File: src/rtl/mult_pkg.sv
// Shared definitions for the sequential shift-add multiplier:
// FSM state encoding, default operand width and iteration counter width.
package mult_pkg;

    localparam int unsigned MULT_WIDTH = 32;

    // Counter must reach WIDTH itself without wrapping.
    function automatic int unsigned mult_cnt_width(input int unsigned w);
        return $clog2(w) + 1;
    endfunction

    localparam int unsigned MULT_CNT_W = $clog2(MULT_WIDTH) + 1;

    typedef enum logic [1:0] {
        ST_IDLE = 2'd0,
        ST_CALC = 2'd1,
        ST_DONE = 2'd2
    } mult_state_t;

endpackage

File: src/rtl/add32_unit.sv
// Combinational WIDTH-bit adder with carry-in and carry-out; the only adder
// in the multiplier datapath.
module add32_unit
    import mult_pkg::*;
#(
    parameter int unsigned WIDTH = MULT_WIDTH
) (
    input  logic [WIDTH-1:0] a,
    input  logic [WIDTH-1:0] b,
    input  logic             cin,
    output logic [WIDTH-1:0] sum,
    output logic             cout
);

    assign {cout, sum} = {1'b0, a} + {1'b0, b} + {{WIDTH{1'b0}}, cin};

endmodule

File: src/rtl/seq_mult_32bit.sv
// Sequential unsigned shift-add multiplier, one partial product per cycle.
// Optional build macro MULT_ZERO_BYPASS_EN: a zero operand skips CALC and
// goes straight to DONE with product 0.
module seq_mult_32bit
    import mult_pkg::*;
#(
    parameter int unsigned WIDTH = MULT_WIDTH
) (
    input  logic               clk,
    input  logic               rst_n,
    input  logic               start,
    input  logic [WIDTH-1:0]   multiplicand,
    input  logic [WIDTH-1:0]   multiplier,
    output logic               busy,
    output logic               done,
    output logic [2*WIDTH-1:0] product
);

    localparam int unsigned CW = mult_cnt_width(WIDTH);

    mult_state_t        r_state;
    logic [WIDTH-1:0]   r_a;
    logic [WIDTH-1:0]   r_q;
    logic [WIDTH-1:0]   r_m;
    logic               r_c;
    logic [CW-1:0]      r_count;
    logic [2*WIDTH-1:0] r_product;

    logic [WIDTH-1:0]   w_sum;
    logic               w_cout;
    logic [WIDTH:0]     w_ca;
    logic [WIDTH-1:0]   w_a_nxt;
    logic [WIDTH-1:0]   w_q_nxt;
    logic               w_last;

    add32_unit #(.WIDTH(WIDTH)) u_add (
        .a    (r_a),
        .b    (r_m),
        .cin  (1'b0),
        .sum  (w_sum),
        .cout (w_cout)
    );

    // {C,A} is either A+M or A unchanged (C is always 0 between iterations),
    // then {C,A,Q} shifts right by one with zero fill.
    assign w_ca    = r_q[0] ? {w_cout, w_sum} : {r_c, r_a};
    assign w_a_nxt = w_ca[WIDTH:1];
    assign w_q_nxt = {w_ca[0], r_q[WIDTH-1:1]};
    assign w_last  = (r_count == CW'(WIDTH - 1));

    assign busy    = (r_state == ST_CALC);
    assign done    = (r_state == ST_DONE);
    assign product = r_product;

    // Control FSM and datapath registers, asynchronously cleared.
    always_ff @(posedge clk or negedge rst_n) begin
        if (!rst_n) begin
            r_state   <= ST_IDLE;
            r_a       <= '0;
            r_q       <= '0;
            r_m       <= '0;
            r_c       <= 1'b0;
            r_count   <= '0;
            r_product <= '0;
        end else begin
            unique case (r_state)
                ST_IDLE: begin
                    if (start) begin
                        r_a       <= '0;
                        r_c       <= 1'b0;
                        r_q       <= multiplier;
                        r_m       <= multiplicand;
                        r_count   <= '0;
                        r_product <= '0;
`ifdef MULT_ZERO_BYPASS_EN
                        if ((multiplicand == '0) || (multiplier == '0))
                            r_state <= ST_DONE;
                        else
                            r_state <= ST_CALC;
`else
                        r_state   <= ST_CALC;
`endif
                    end
                end
                ST_CALC: begin
                    r_a     <= w_a_nxt;
                    r_q     <= w_q_nxt;
                    r_c     <= 1'b0;
                    r_count <= r_count + CW'(1);
                    if (w_last) begin
                        r_product <= {w_a_nxt, w_q_nxt};
                        r_state   <= ST_DONE;
                    end
                end
                ST_DONE: begin
                    r_state <= ST_IDLE;
                end
                default: begin
                    r_state <= ST_IDLE;
                end
            endcase
        end
    end

endmodule

File: config.mk
export PLATFORM = sky130hd
export DESIGN_NAME = seq_mult_32bit
export DESIGN_NICKNAME = d
export VERILOG_FILES = /design/src/rtl/mult_pkg.sv /design/src/rtl/add32_unit.sv /design/src/rtl/seq_mult_32bit.sv
export SDC_FILE = /design/constraint.sdc
export NUM_CORES = 1
export LEC_CHECK = 0
export CAP_MARGIN = 20
export CORE_MARGIN = 1.5
export CORE_UTILIZATION = 50
export DETAILED_ROUTE_END_ITERATION = 12
export PLACE_DENSITY = 0.71
export SYNTH_ARGS = -nofsm -noshare
export SYNTH_HDL_FRONTEND = slang
export SYNTH_HIERARCHICAL = 1
export SYNTH_SLANG_ARGS = --single-unit
File: constraint.sdc
create_clock -name clk -period 4.8 [get_ports clk]
set_input_delay 0.72 -clock clk [delete_from_list [all_inputs] [get_ports clk]]
set_output_delay 0.72 -clock clk [all_outputs]
set_load 0.05 [all_outputs]
==> results.py, run 1 <==
metrics = {
    "floorplan": {
        "io_pins": 133,
        "die_area_um2": 19410,
        "core-area_um2": 18090,
        "start_util": 0.5137,
        "die_w_um": 139.3,
        "row_count": 49,
        "die_h_um": 139.3,
    },
    "drt": {
        "viasPerCell": 5.699,
        "wire_per_inst_um": 17.24,
        "drt_iter0_markers": 484,
        "routed_wl_mm": 21.84,
        "vias": 7220,
        "route.detailed.drc": 4,
        "final_antenna_net_count": 0,
        "dr.pass1.iters": 9,
    },
    "sta": {
        "tightest_slew_ps": 1025,
        "period_minus_slack_ps": 3381,
        "max_freq_mhz": 295.8,
        "hold_slack_ps": 305.3,
        "rsz0062_at_grt": "no",
        "finalSetupTns_ps": 0,
        "clock_skew_ps": 11.77,
        "setup_viol": 0,
        "finalHoldViolCount": 0,
        "finalCritPeriodShare": 0.7044,
        "slew_viol_final": 0,
        "max-slew-margin-rel": 0.3168,
    },
    "power_and_ir_drop": {
        "vdd_ir_drop_max_mv": 0.3220,
        "power.density_nw_per_um2": 788.3,
        "power_leakage_nw": 5.010,
        "power_mw": 8.855,
    },
    "clock_tree": {
        "cts_tree": "done",
        "ctsHtreeMaxLevel": 4,
        "clk_path_buf_depth": 2,
        "clock_latency_ps": 440,
        "ctsHoldBuffers": 0,
        "cts.clk_slew.worst_paths_ps": 70,
        "cts_sinks": 168,
        "numCtsBuffers": 17,
        "cts_root_buffer": "clkbuf_16",
        "post_cts_buffers": 0,
        "cts_resized": 0,
    },
    "critical_path": {
        "cp-start-kind": "flip-flop",
        "crit_arrival_ps": 3670,
        "reg2reg_slack_ps": 1420,
        "critPathKind": "reg -> reg",
        "r2r_start": "r_a[0]",
        "required_ps": 5080,
        "worstSetupEndpointType": "flip-flop",
        "reg2reg_to": "product[59]",
        "crit_fanout": 4,
        "reg2regPathDepth": 11,
    },
    "outcome": {
        "violations": "design-rule violations",
        "run_status": "finished with violations",
    },
    "layout": {
        "fin_cells": 1267,
        "layout_commonest_cell": "dfrtp_1",
        "n_fill_cell": 1478,
        "syn2layout_area_growth_pct": 20.89,
        "drive_above_1_share": 0.09152,
        "layout_common_cells": "dfrtp_1, nand2_1, clkdlybuf4s50_1, o21ai_0, mux2i_1",
        "fin_nets": 1126,
        "diodes": 0,
    },
    "placed_design": {
        "dp.cells": 1235,
        "io_buffers": 132,
        "hpwl_mm": 14.47,
        "globalplace.congestion": 0.8653,
    },
    "synth": {
        "yosys_most_used_dff": "dfrtp_1",
        "synth-async-reset-ratio": 1.000,
        "syn-num-nets": 1027,
        "synth_edf_count": 0,
        "synthesis.area_um2": 9291,
        "yosys_warnings": 6,
        "avgSynthCellArea_um2": 10.03,
        "synth.distinct_cells": 70,
        "yosysSeqAreaShare": 0.4525,
        "synth_cells": 926,
        "ys_seq_elements": 168,
    },
    "flow_run": {
        "drv_cap": 0,
    },
    "global_routing": {
        "antenna_found_initial": 0,
        "overflow": 0,
        "grt_pass1_wl_mm": 36.17,
        "grt_max_degree": 76,
        "grt_use_total": 0.2315,
        "grt_pass1_vias": 7146,
    },
    "min_path": {
        "min_path_type": "in -> async",
    },
}
==> layer usage <==
metal	share of wire	up-vias	GRT usage
met5	0	-	0
met2	0.48	205	0.3794
met1	0.46	3495	0.3122
met4	0.0093	0	0.06607
met3	0.050	14	0.04714
li1	-	3506	-
==> kinds of logic after synthesis <==
family,share of synthesized area
AOI/OAI and AO/OA,0.1522
muxes,0.1262
other,0.0004036
and+or+nand+nor,0.1547
DFF,0.4525
xor gates and xnor gates,0.02357
buffers and inverters,0.04309
adders and majority gates,0.04740
==> cells in the mapped netlist, drive strengths merged, types with 6 or more instances <==
library cell	count	area [µm²]
xnor2	10	87.58
mux2i	68	680.7
inv	8	30.03
ha	32	400.4
and3b	28	245.2
dfrtp	168	4204
nand4	41	262.8
a21o	13	98.85
and3	6	42.54
o21ai	114	574.3
clkbuf	34	127.6
buf	29	239.0
nor3	7	35.03
nor2	22	82.58
a211oi	6	45.04
o21bai	7	56.30
a21oi	66	330.3
nand2	156	595.6
mux2	33	491.7
xor2	15	131.4
==> power by group <==
part | internal (mW) | leakage [nW] | switching, mW
logic | 1.97 | 2.57 | 2.94
registers | 2.04 | 2.16 | 0.529
clock network | 0.740 | 0.284 | 0.634
==> through the flow <==
stage / utilization / instance area (µm²) / setup slack [ps]
floorplan: - / 9291 / 1879
global placement: 0.5886 / 10650 / 1585
detailed placement: 0.5886 / 10650 / 1486
CTS: 0.6210 / 11230 / 1437
global route: 0.6210 / 11230 / 1256
finish: 0.6210 / 11230 / 1419
==> state kept, by name, indices dropped and copies added (netlist names) <==
register	flops
product	64
r_q	32
r_m	32
r_state	2
r_count	6
r_a	32
==> worst max-delay path: stages, from the launching register on <==
cell       delay, ps
dfrtp_1          410
fa_1             490
fa_1             430
a21oi_1          240
o32ai_1          160
o211ai_2         340
a21o_1           240
o21ai_2          100
a2111oi_0        410
a311oi_1         110
mux2i_1          200
mux2i_1          100
==> worst max path at each step <==
| stage | startpoint | to | slack, ps | cells past startpoint |
|---|---|---|---|---|
| detailed placement | r_a[0] | r_a[27] | 1490 | 11 |
| global placement | r_a[0] | product[51] | 1580 | 11 |
| finish | r_a[0] | product[59] | 1420 | 11 |
| global route | r_a[0] | product[59] | 1260 | 11 |
| floorplan | r_a[0] | r_a[27] | 1880 | 11 |
| CTS | r_a[0] | r_a[27] | 1440 | 11 |
==> area by class of cell <==
cell class	count	area, µm²	share of cell area
clock buffers	18	429.2	0.03821
inverters	9	33.78	0.003008
flip-flops and latches	168	4207	0.3745
well taps	229	286.5	0.02551
multi-input cells	686	4701	0.4185
clock inverters	14	157.7	0.01404
repair buffers	143	1418	0.1262
Power figures use the tool's default switching activity.
==> run 2: changes to the inputs <==
==> constraint.sdc (replaced) <==
create_clock -name clk -period 3.4 [get_ports clk]
set_input_delay 0.51 -clock clk [delete_from_list [all_inputs] [get_ports clk]]
set_output_delay 0.51 -clock clk [all_outputs]
set_load 0.05 [all_outputs]
==> run 2 against run 1 <==
Net effect:
- the run still ends with design-rule violations left
- via count up 0.73%
- total power up 41%
- design area up 0.52%
- sequential cell count unchanged
- clock skew about the same
- final cell count up 0.32%
- wire length up 0.95%
- sequential share of layout area down 0.20 points
- largest cell class unchanged
==> results.py, run 2 (synthesis gave the netlist of run 1 again) <==
metrics = {
    "sta": {
        "finalCritPeriodShare": 0.9529,
        "finalSetupTns_ps": 0,
        "slew_viol_final": 0,
        "tightest_slew_ps": 1004,
        "hold_slack_ps": 139.1,
        "period_minus_slack_ps": 3240,
        "max_freq_mhz": 308.7,
        "setup_viol": 0,
        "clock_skew_ps": 11.71,
        "finalWorstSetupSlack_ps": 160.2,
        "max-slew-margin-rel": 0.3303,
        "finalHoldViolCount": 0,
    },
    "placed_design": {
        "io_buffers": 132,
        "globalplace.congestion": 0.8553,
        "hpwl_mm": 14.34,
        "pre_cts_ws_ps": 104.3,
    },
    "critical_path": {
        "crit_fanout": 4,
        "worstSetupEndpointType": "flip-flop",
        "reg2reg_slack_ps": 160,
        "reg2regPathDepth": 11,
        "cp-start-kind": "flip-flop",
        "crit_arrival_ps": 3590,
        "critPathKind": "reg -> reg",
        "required_ps": 3750,
        "reg2reg_to": "r_a[27]",
        "r2r_start": "r_a[0]",
    },
    "drt": {
        "drt_iter0_markers": 462,
        "route.detailed.drc": 4,
        "viasPerCell": 5.722,
        "final_antenna_net_count": 0,
        "dr.pass1.iters": 9,
        "wire_per_inst_um": 17.35,
        "routed_wl_mm": 22.05,
        "vias": 7273,
    },
    "clock_tree": {
        "ctsHtreeMaxLevel": 4,
        "cts_tree": "done",
        "cts.clk_slew.worst_paths_ps": 60,
        "cts_root_buffer": "clkbuf_16",
        "clock_latency_ps": 430,
        "cts_sinks": 168,
        "clk_path_buf_depth": 2,
        "numCtsBuffers": 17,
    },
    "power_and_ir_drop": {
        "power_mw": 12.52,
        "power.density_nw_per_um2": 1109,
        "p_seq_frac": 0.290,
        "p_switching_mw": 5.794,
        "comb_power_share": 0.568,
        "power_leakage_nw": 5.018,
        "p_int_mw": 6.726,
        "vdd_ir_drop_max_mv": 0.6395,
        "swShare": 0.4628,
        "clkPwrFrac": 0.142,
    },
    "layout": {
        "utilization": 0.6243,
        "diodes": 0,
        "syn2layout_area_growth_pct": 21.52,
        "layout_common_cells": "dfrtp_1, nand2_1, clkdlybuf4s50_1, o21ai_0, mux2i_1",
        "drive_above_1_share": 0.09885,
        "layout_commonest_cell": "dfrtp_1",
        "fin_nets": 1130,
        "largest_register_ff_count": 64,
    },
    "floorplan": {
        "die_h_um": 139.3,
        "die_area_um2": 19410,
        "die_w_um": 139.3,
        "start_util": 0.5137,
        "core-area_um2": 18090,
        "io_pins": 133,
        "row_count": 49,
    },
    "global_routing": {
        "grt_pass1_wl_mm": 37.16,
        "grt_pass1_vias": 7367,
        "overflow": 0,
        "grt_max_degree": 90,
        "grt_use_total": 0.2357,
        "antenna_found_initial": 0,
    },
    "flow_run": {
        "drv_cap": 0,
    },
    "outcome": {
        "run_status": "finished with violations",
        "violations": "design-rule violations",
    },
    "min_path": {
        "min_path_type": "in -> async",
    },
}
run 2: cell types whose count changed in the layout (fill, tap and decap cells not counted), sizes merged:
cell           before  now
clkbuf             18   20
clkdlybuf4s50     131  130
bufinv              1    0
buf                12   17
clkinv              4    7
inv                16   12
run 2: worst max-delay path, stage by stage, from the launching register on:
cell and delay, ps:
dfrtp_1 410, fa_1 480, fa_1 440, a21oi_1 220, o32ai_1 150, o211ai_2 320
a21o_1 200, o21ai_2 110, a21o_1 210, a311oi_2 290, mux2i_1 140, o21ai_0 190
run 2: layout make-up:
cell class,instances,area (µm²)
clock buffers,20,436.7
fillers,1482,6795
flip-flops and latches,168,4207
multi-input cells,686,4741
clock inverters,12,91.34
repair buffers,147,1495
well taps,229,286.5
inverters,9,33.78
run 2: metal layers:
layer | up-vias | wire length, µm | global-route usage
met5 | - | 0 | 0
met3 | 11 | 1359 | 0.06194
li1 | 3515 | - | -
met4 | 0 | 203 | 0.06215
met1 | 3560 | 9943 | 0.3112
met2 | 187 | 10540 | 0.3860
run 2: stage by stage:
stage	cell area (µm²)	instances
2_1_floorplan	9291	926
3_3_place_gp	10700	1236
6_report	11290	1271
4_1_cts	11230	1268
5_1_grt	11290	1271
3_5_place_dp	10700	1236
run 2: how the worst max path moves through the flow:
stage                 from           to  slack [ps]  cells after the start
CTS                 r_a[0]  product[59]          70                     11
global route        r_a[0]  product[51]          -6                     11
finish              r_a[0]      r_a[27]         160                     11
detailed placement  r_a[0]  product[59]         100                     11
floorplan           r_a[0]      r_a[27]         480                     11
global placement    r_a[0]  product[59]         190                     11
run 2: power by group through the flow:
stage	Sequential (mW)	Clock (mW)	Combinational [mW]
6_report	3.63	1.78	7.12
5_1_grt	3.75	1.91	7.79
4_1_cts	3.63	1.81	6.98
3_5_place_dp	3.63	0	6.92
3_3_place_gp	3.63	0	6.81
2_1_floorplan	4.27	0	4.51
run 2: what timing repair did:
item,CTS,global route
hold endpoints to repair,0,0
hold buffers,0,0
setup endpoints to repair,0,10
resized for setup,0,7
buffers inserted,0,3
